--- src/rtl/run_detector_pkg.sv ---
// Shared lab constants for the run detector: output-mode encodings and the
// parameter legality rule used by every instance.
package run_detector_pkg;

  typedef enum logic {
    MODE_MOORE = 1'b0,
    MODE_MEALY = 1'b1
  } mode_e;

  localparam int RUN_LEN_MIN = 2;
  localparam int RUN_LEN_MAX = 15;

  // A run length is usable when it sits in the supported range and the
  // run-length register is wide enough to hold the saturated value.
  function automatic bit run_len_params_ok(input int run_len, input int len_w);
    return (run_len >= RUN_LEN_MIN) && (run_len <= RUN_LEN_MAX) &&
           (len_w >= $clog2(run_len + 1));
  endfunction

endpackage

--- src/rtl/sat_counter.sv ---
// Saturating event counter with synchronous clear; clear beats increment.
module sat_counter #(
  parameter int CNT_W = 8
) (
  input  logic             clk,
  input  logic             reset,
  input  logic             inc,
  input  logic             clr,
  output logic [CNT_W-1:0] count
);

  // Count events, stick at all-ones, and drop an event that meets a clear.
  always_ff @(posedge clk or posedge reset) begin
    if (reset) begin
      count <= '0;
    end else if (clr) begin
      count <= '0;
    end else if (inc && (count != '1)) begin
      count <= count + CNT_W'(1);
    end
  end

endmodule

--- src/rtl/run_detector.sv ---
// Serial run detector: tracks the current run of identical bits, flags a run
// of RUN_LEN bits in Moore or Mealy form, and counts completed 0/1 runs.
module run_detector
  import run_detector_pkg::*;
#(
  parameter int RUN_LEN = 4,
  parameter int CNT_W   = 8,
  parameter int LEN_W   = 4
) (
  input  logic             clk,
  input  logic             reset,
  input  logic             in_valid,
  input  logic             in,
  input  logic             mode,
  input  logic             clr_cnt,
  output logic             out,
  output logic             run_bit,
  output logic [LEN_W-1:0] run_len,
  output logic [CNT_W-1:0] zero_runs,
  output logic [CNT_W-1:0] one_runs
);

  localparam logic [LEN_W-1:0] LEN_SAT = LEN_W'(RUN_LEN);
  localparam logic [LEN_W-1:0] LEN_PRE = LEN_W'(RUN_LEN - 1);
  localparam logic [LEN_W-1:0] LEN_ONE = LEN_W'(1);

  if (!run_len_params_ok(RUN_LEN, LEN_W)) begin : g_bad_params
    $error("run_detector: RUN_LEN must be 2..15 and LEN_W >= clog2(RUN_LEN+1)");
  end

  logic             run_bit_nxt;
  logic [LEN_W-1:0] run_len_nxt;
  logic             match;
  logic             run_event;

  // A bit continues the run only once something has been accepted.
  assign match     = (run_len != '0) && (in == run_bit);
  // The event fires on the single bit that completes the run, never after.
  assign run_event = in_valid && match && (run_len == LEN_PRE);

  // Run state register; reset discards any partial run.
  always_ff @(posedge clk or posedge reset) begin
    if (reset) begin
      run_bit <= 1'b0;
      run_len <= '0;
    end else begin
      run_bit <= run_bit_nxt;
      run_len <= run_len_nxt;
    end
  end

  // Next run state: extend and saturate on a match, restart on a new bit.
  always_comb begin
    run_bit_nxt = run_bit;
    run_len_nxt = run_len;
    if (in_valid) begin
      if (match) begin
        if (run_len != LEN_SAT) begin
          run_len_nxt = run_len + LEN_ONE;
        end
      end else begin
        run_bit_nxt = in;
        run_len_nxt = LEN_ONE;
      end
    end
  end

  // Output decode: Moore looks at the register, Mealy anticipates the next bit.
  always_comb begin
    out = 1'b0;
    case (mode_e'(mode))
      MODE_MEALY: out = in_valid && (in == run_bit) && (run_len >= LEN_PRE);
      default:    out = (run_len == LEN_SAT);
    endcase
  end

  sat_counter #(.CNT_W(CNT_W)) u_zero_cnt (
    .clk   (clk),
    .reset (reset),
    .inc   (run_event && !run_bit),
    .clr   (clr_cnt),
    .count (zero_runs)
  );

  sat_counter #(.CNT_W(CNT_W)) u_one_cnt (
    .clk   (clk),
    .reset (reset),
    .inc   (run_event && run_bit),
    .clr   (clr_cnt),
    .count (one_runs)
  );

endmodule
--- config.mk ---
export PLATFORM = sky130hd
export DESIGN_NAME = run_detector
export DESIGN_NICKNAME = d
export VERILOG_FILES = /design/src/rtl/run_detector_pkg.sv /design/src/rtl/sat_counter.sv /design/src/rtl/run_detector.sv
export SDC_FILE = /design/constraint.sdc
export NUM_CORES = 1
export LEC_CHECK = 0
export BUFFER_PORTS_ARGS = -buffer_cell sky130_fd_sc_hd__buf_2
export CAP_MARGIN = 20
export CORE_MARGIN = 2
export CORE_UTILIZATION = 52
export DETAILED_ROUTE_END_ITERATION = 10
export PLACE_DENSITY = 0.78
export RECOVER_POWER = 25
export SETUP_SLACK_MARGIN = 0.2
export SYNTH_ARGS = -nofsm -noshare
export SYNTH_HDL_FRONTEND = slang
export SYNTH_SLANG_ARGS = --single-unit
--- constraint.sdc ---
create_clock -name clk -period 2.3 [get_ports clk]
set_clock_uncertainty 0.1 [all_clocks]
set_input_delay 0.23 -clock clk [delete_from_list [all_inputs] [get_ports clk]]
set_output_delay 0.23 -clock clk [all_outputs]
set_load 0.02 [all_outputs]
# Word level (Yosys, flattened, before mapping)
# Index checks and enable logic that the tools add are counted.
totals:
  word_cells: 38
  output_inout_bits: 22
  inputBits: 6
  register_bits: 21
op_classes:
  n_lt_le_gt_ge: 1
  n_eq_ne: 7
  n_addsub: 3
  n_bitwise: 1
  n_reduce_logical: 15
  muxes: 7
op_table:
  columns: ["operator", "n"]
  rows:
  - ["$mux 8", 4]
  - ["$add 8x1->8 const B", 2]
  - ["$ne 8x8->1 const B", 2]
  - ["$logic_and 1x1->1", 9]
  - ["$mux 4", 2]
  - ["$add 4x1->4 const B", 1]
  - ["$eq 4x2->1 const B", 1]
  - ["$eq 4x3->1 const B", 1]
  - ["$ge 4x2->1 const B", 1]
  - ["$ne 4x3->1 const B", 1]
  - ["$reduce_and 2->1", 2]
  - ["$reduce_bool 2->1", 2]
  - ["$reduce_bool 4->1", 1]
  - ["$ne 2x1->1 const B", 1]
  - ["$eq 1x1->1", 1]
  - ["$logic_not 1->1", 1]
  - ["$mux 1", 1]
  - ["$not 1->1", 1]

# Longest topological paths before layout
logic_depth:
  depth_word: 8
  ltp_mapped: 7
  ltp_nobuf: 6

# Modules after synthesis
# Synthesis repeated with hierarchy kept, for this count alone.
unflattened:
  hier_cells: 134
  hier_area_um2: 1352.5
by_module_without_submodules:
  columns: ["module", "instances", "seq_area_each_um2", "area_each_um2", "cells_each"]
  rows:
  - ["sat_counter", 2, 200.2, 504.2, 49]
  - ["run_detector", 1, 125.1, 344.1, 36]

# Least setup slack after synthesis
# Ideal clock, no wire load.
synth_path:
  path_kind: "flip-flop to flip-flop"
  from: "reg run_len[0]"
  to: "reg u_zero_cnt.count[3]"
  arrival_time_ns: 1.896
  path_slack_ns: 0.226
  setup_time_ns: 0.078
  synth_period_minus_slack_ns: 2.074
  required_time_ns: 2.122
  path_buffers: 1
  stages_incl_launch_ff: 8
  path_cell_list: "dfrtp_1 -> inv_1 -> ha_1 -> nor4b_4 -> o211ai_2 -> buf_6 -> or3_1 -> a21oi_1"
synth_between:
  elab_chain_len: 7
  elab_cells_between_ends: 8
  cone_classes: "eq/ne (1); reduce/logical (7)"
synth_rtl:
  columns: ["item", "line_no", "rtl"]
  rows:
  - ["start: declaration", "run_detector.sv:18", "output logic [LEN_W-1:0] run_len,"]
  - ["start signal: assignment", "run_detector.sv:48", "run_len <= run_len_nxt;"]
  - ["$reduce_bool 4->1", "run_detector.sv:37", "assign match = (run_len != '0) && (in == run_bit);"]
  - ["$logic_and 1x1->1", "run_detector.sv:37", null]
  - ["$logic_and 1x1->1", "run_detector.sv:39", "assign run_event = in_valid && match && (run_len == LEN_PRE);"]
  - ["$logic_and 1x1->1 *", "run_detector.sv:39", null]
  - ["$logic_and 1x1->1 *", "run_detector.sv:80", ".inc (run_event && !run_bit),"]
  - ["$logic_and 1x1->1 *", "sat_counter.sv:18", "end else if (inc && (count != '1)) begin"]
  - ["$reduce_bool 2->1 (no source line) *", null, null]
  - ["end signal: assignment", "sat_counter.sv:19", "count <= count + CNT_W'(1);"]
  - ["end: declaration", "sat_counter.sv:9", "output logic [CNT_W-1:0] count"]
# Every way passes the cells marked *; elsewhere a longest branch is shown, timed or not.
# A chain may end at the register's enable or synchronous reset.

# Worst setup path after layout
layout_path:
  from: "reg run_len[1]"
  to: "reg u_zero_cnt.count[5]"
# The elaborated chain is that of the path after synthesis.

==> impl_metrics.yaml <==
synth:
  netlist_area_sq_um: 1170
  synth_area_leaders: "dfrtp_1, a21oi_1, ha_1"
  synth.largest_area_cell: "dfrtp_1"
  syn_inst: 121
  synth_ff_type: "dfrtp_1"
  synth_edf_count: 0
  synthDistinctLibCells: 29
  postSynthAreaPerCell_sq_um: 9.65
  ys_top_cells_by_count: "dfrtp_1, a21oi_1, o21ai_0, nand3_1, nor2_1"
  yosys_warnings: 0
  synth.most_common_cell: "dfrtp_1"
  synth-seq-area-share: 0.450
  synth_nets: 131
  ys_seq_elements: 21
  synthArstFlopShare: 1.00
  synthDominantCellAreaShare: 0.450
grt:
  grt_max_degree: 22
  grt_overflow: 0
  gr-usage-met3: 0.0292
  grt_pass1_vias: 1036
  grt_usage: 0.222
  use_met2: 0.393
  gr-usage-met1: 0.274
  grt_pass1_wl_microns: 4460
  antenna_found_initial: 0
  top_usage_layer: "met2"
route:
  routed_wl_microns: 2860
  post_drt_wl_per_cell_microns: 15.7
  drc: 0
  dr.pass1.iters: 4
  route.antenna.remaining_nets: 0
  num_vias: 1112
  via_per_inst: 6.11
  drt_iter0_drc: 42
clock_tree:
  clock-sinks: 21
  clkLatencyLatePin_ns: 0.30
  cts_max_level: 1
  cts_tree: "done"
  cts_buffers: 3
  clockBufferDepth: 2
  clk_pin_slew_ns: 0.12
  cts-root-buf: "clkbuf_4"
sta:
  hold_viol: 0
  drv_slew: 0
  setup_ws_ns: 0.283
  finalSetupViolCount: 0
  fin_crit_sh: 0.877
  fin_tns_setup_ns: 0
  fin_crit_ns: 2.02
  maxSlewHeadroom: 0.467
  rsz0062_at_grt: "no"
  worstMarginPinSlew_ns: 0.799
  fmax_ghz: 0.496
placed_design:
  dp_slack_ns: 0.0857
  io_buffers: 27
  gp_congestion: 0.817
  place.detailed.hpwl_microns: 1830
floorplan:
  ios: 28
  start_util: 0.538
  row_count: 17
  die_h_microns: 51.4
  die_w_microns: 51.4
  core_sq_um: 2170
  die-area_sq_um: 2640
cells_and_area:
  nets: 165
  drive_above_1_share: 0.208
  area_delta_synth_final_pct: 21.9
  fill_cells: 195
  diodes: 0
run:
  maxCapViolCount: 0
pwr:
  pwr_density_cell_nw_per_um2: 636
  ir_drop_mv: 0.495
  p_leak_uw: 0.000631
worst_setup_path:
  critPathBufInv: 2
  worstSetupStartpointType: "flip-flop"
  worstPathCellList: "inv_1, ha_4, nor4b_4, buf_4, o211ai_4, or4_4, a21oi_1"
  worstSetupPathType: "reg -> reg"
  crit_fanout: 10
  worstPathRequired_ns: 2.44
  critical_path.top_delay_family: "simple AND/OR/NAND/NOR gates"
  arrival_ns: 2.16
  slowest_delay_ns: 0.49
  slowest_stage: "or4_4"
  end_kind: "flip-flop"
worst_hold_path:
  hold_path_class: "in -> reg"
status:
  status: "finished, final reports clean"
==> layout by cell type (no fill, tap or decap), types with 2 or more instances in the layout <==
cell      instances
dfrtp_1          21
clkbuf_1         16
a21oi_1          12
buf_2            12
o21ai_0          10
nand3_1           8
nor2_1            7
nand2_1           7
inv_1             6
or3_1             6
o31ai_1           5
buf_4             4
xor2_1            3
or4_1             3
ha_1              3
clkbuf_4          3
nand4_1           2
o211ai_4          2
mux2i_1           2
or4_4             2
and3_1            2
a32o_1            2
==> layout make-up <==
class | count | area (sq um) | area share
clock buffers | 4 | 26.3 | 0.0185
flip-flops and latches | 21 | 526 | 0.369
multi-input cells | 90 | 653 | 0.459
repair buffers | 32 | 156 | 0.110
well taps | 28 | 35.0 | 0.0246
inverters | 7 | 26.3 | 0.0185
==> flip-flops by register name (all words and copies together) (netlist names) <==
| signal | flops |
|---|---|
| run_len | 4 |
| u_zero_cnt.count | 8 |
| u_one_cnt.count | 8 |
| run_bit | 1 |
==> path summary, 6_finish.rpt <==
kind,from,end,slack [ns],cells after the start
setup reg to reg,run_len[1]$_DFFE_PP0P_,u_zero_cnt.count[5]$_DFFE_PP0P_,0.28,7
min in group asynchronous,reset,u_zero_cnt.count[0]$_DFFE_PP0P_,0.51,3
hold reg to reg,u_zero_cnt.count[6]$_DFFE_PP0P_,u_zero_cnt.count[6]$_DFFE_PP0P_,0.49,2
max in group asynchronous,reset,u_one_cnt.count[3]$_DFFE_PP0P_,1.08,3
setup / recovery,run_len[1]$_DFFE_PP0P_,u_zero_cnt.count[5]$_DFFE_PP0P_,0.28,7
hold / removal,in,run_bit$_DFFE_PP0P_,0.14,2
==> metrics by stage <==
stage	utilization	hold slack, ns	cell area, sq um	cells	total power (uW)
CTS	0.637	0.123	1380	179	868
detailed placement	0.606	0.325	1320	173	670
finish	0.656	0.143	1420	182	904
global placement	0.606	0.309	1320	173	652
global route	0.656	0.132	1420	182	944
floorplan	-	0.107	1170	121	598
==> routing by layer <==
metal	vias up	wire, microns
met3	4	139
met5	-	0
met1	543	1170
met2	43	1510
li1	522	-
met4	0	43
==> what timing repair did <==
| item | CTS | global route |
|---|---|---|
| hold buffers | 1 | 0 |
| gates cloned | 0 | 1 |
| setup endpoints to repair | 7 | 8 |
| setup buffers | 1 | 2 |
| pin swaps | 2 | 2 |
| hold endpoints to repair | 21 | 0 |
| gates resized for setup | 3 | 8 |
==> worst register-to-register path, cell delays in order, from the launching register on <==
cell and delay [ns]:
dfrtp_1 0.43, inv_1 0.10, ha_4 0.18, nor4b_4 0.20, buf_4 0.18, o211ai_4 0.12, or4_4 0.49, a21oi_1 0.15
==> logic make-up (layout without fill, tap and decap cells) <==
group	after synthesis	in the layout	synth area share
muxes	4	4	0.0364
buffers and inverters	11	43	0.0482
adders and majority gates	4	4	0.0429
DFF	21	21	0.450
AOI/OAI and AO/OA	33	34	0.177
and+or+nand+nor	45	45	0.223
xor gates and xnor gates	3	3	0.0225
==> power by group <==
part	total, uW	internal, uW	switching [uW]
clock network	180	67.6	112
logic	288	116	172
registers	437	394	42.6
No activity file was read; power rests on OpenSTA's default activity.
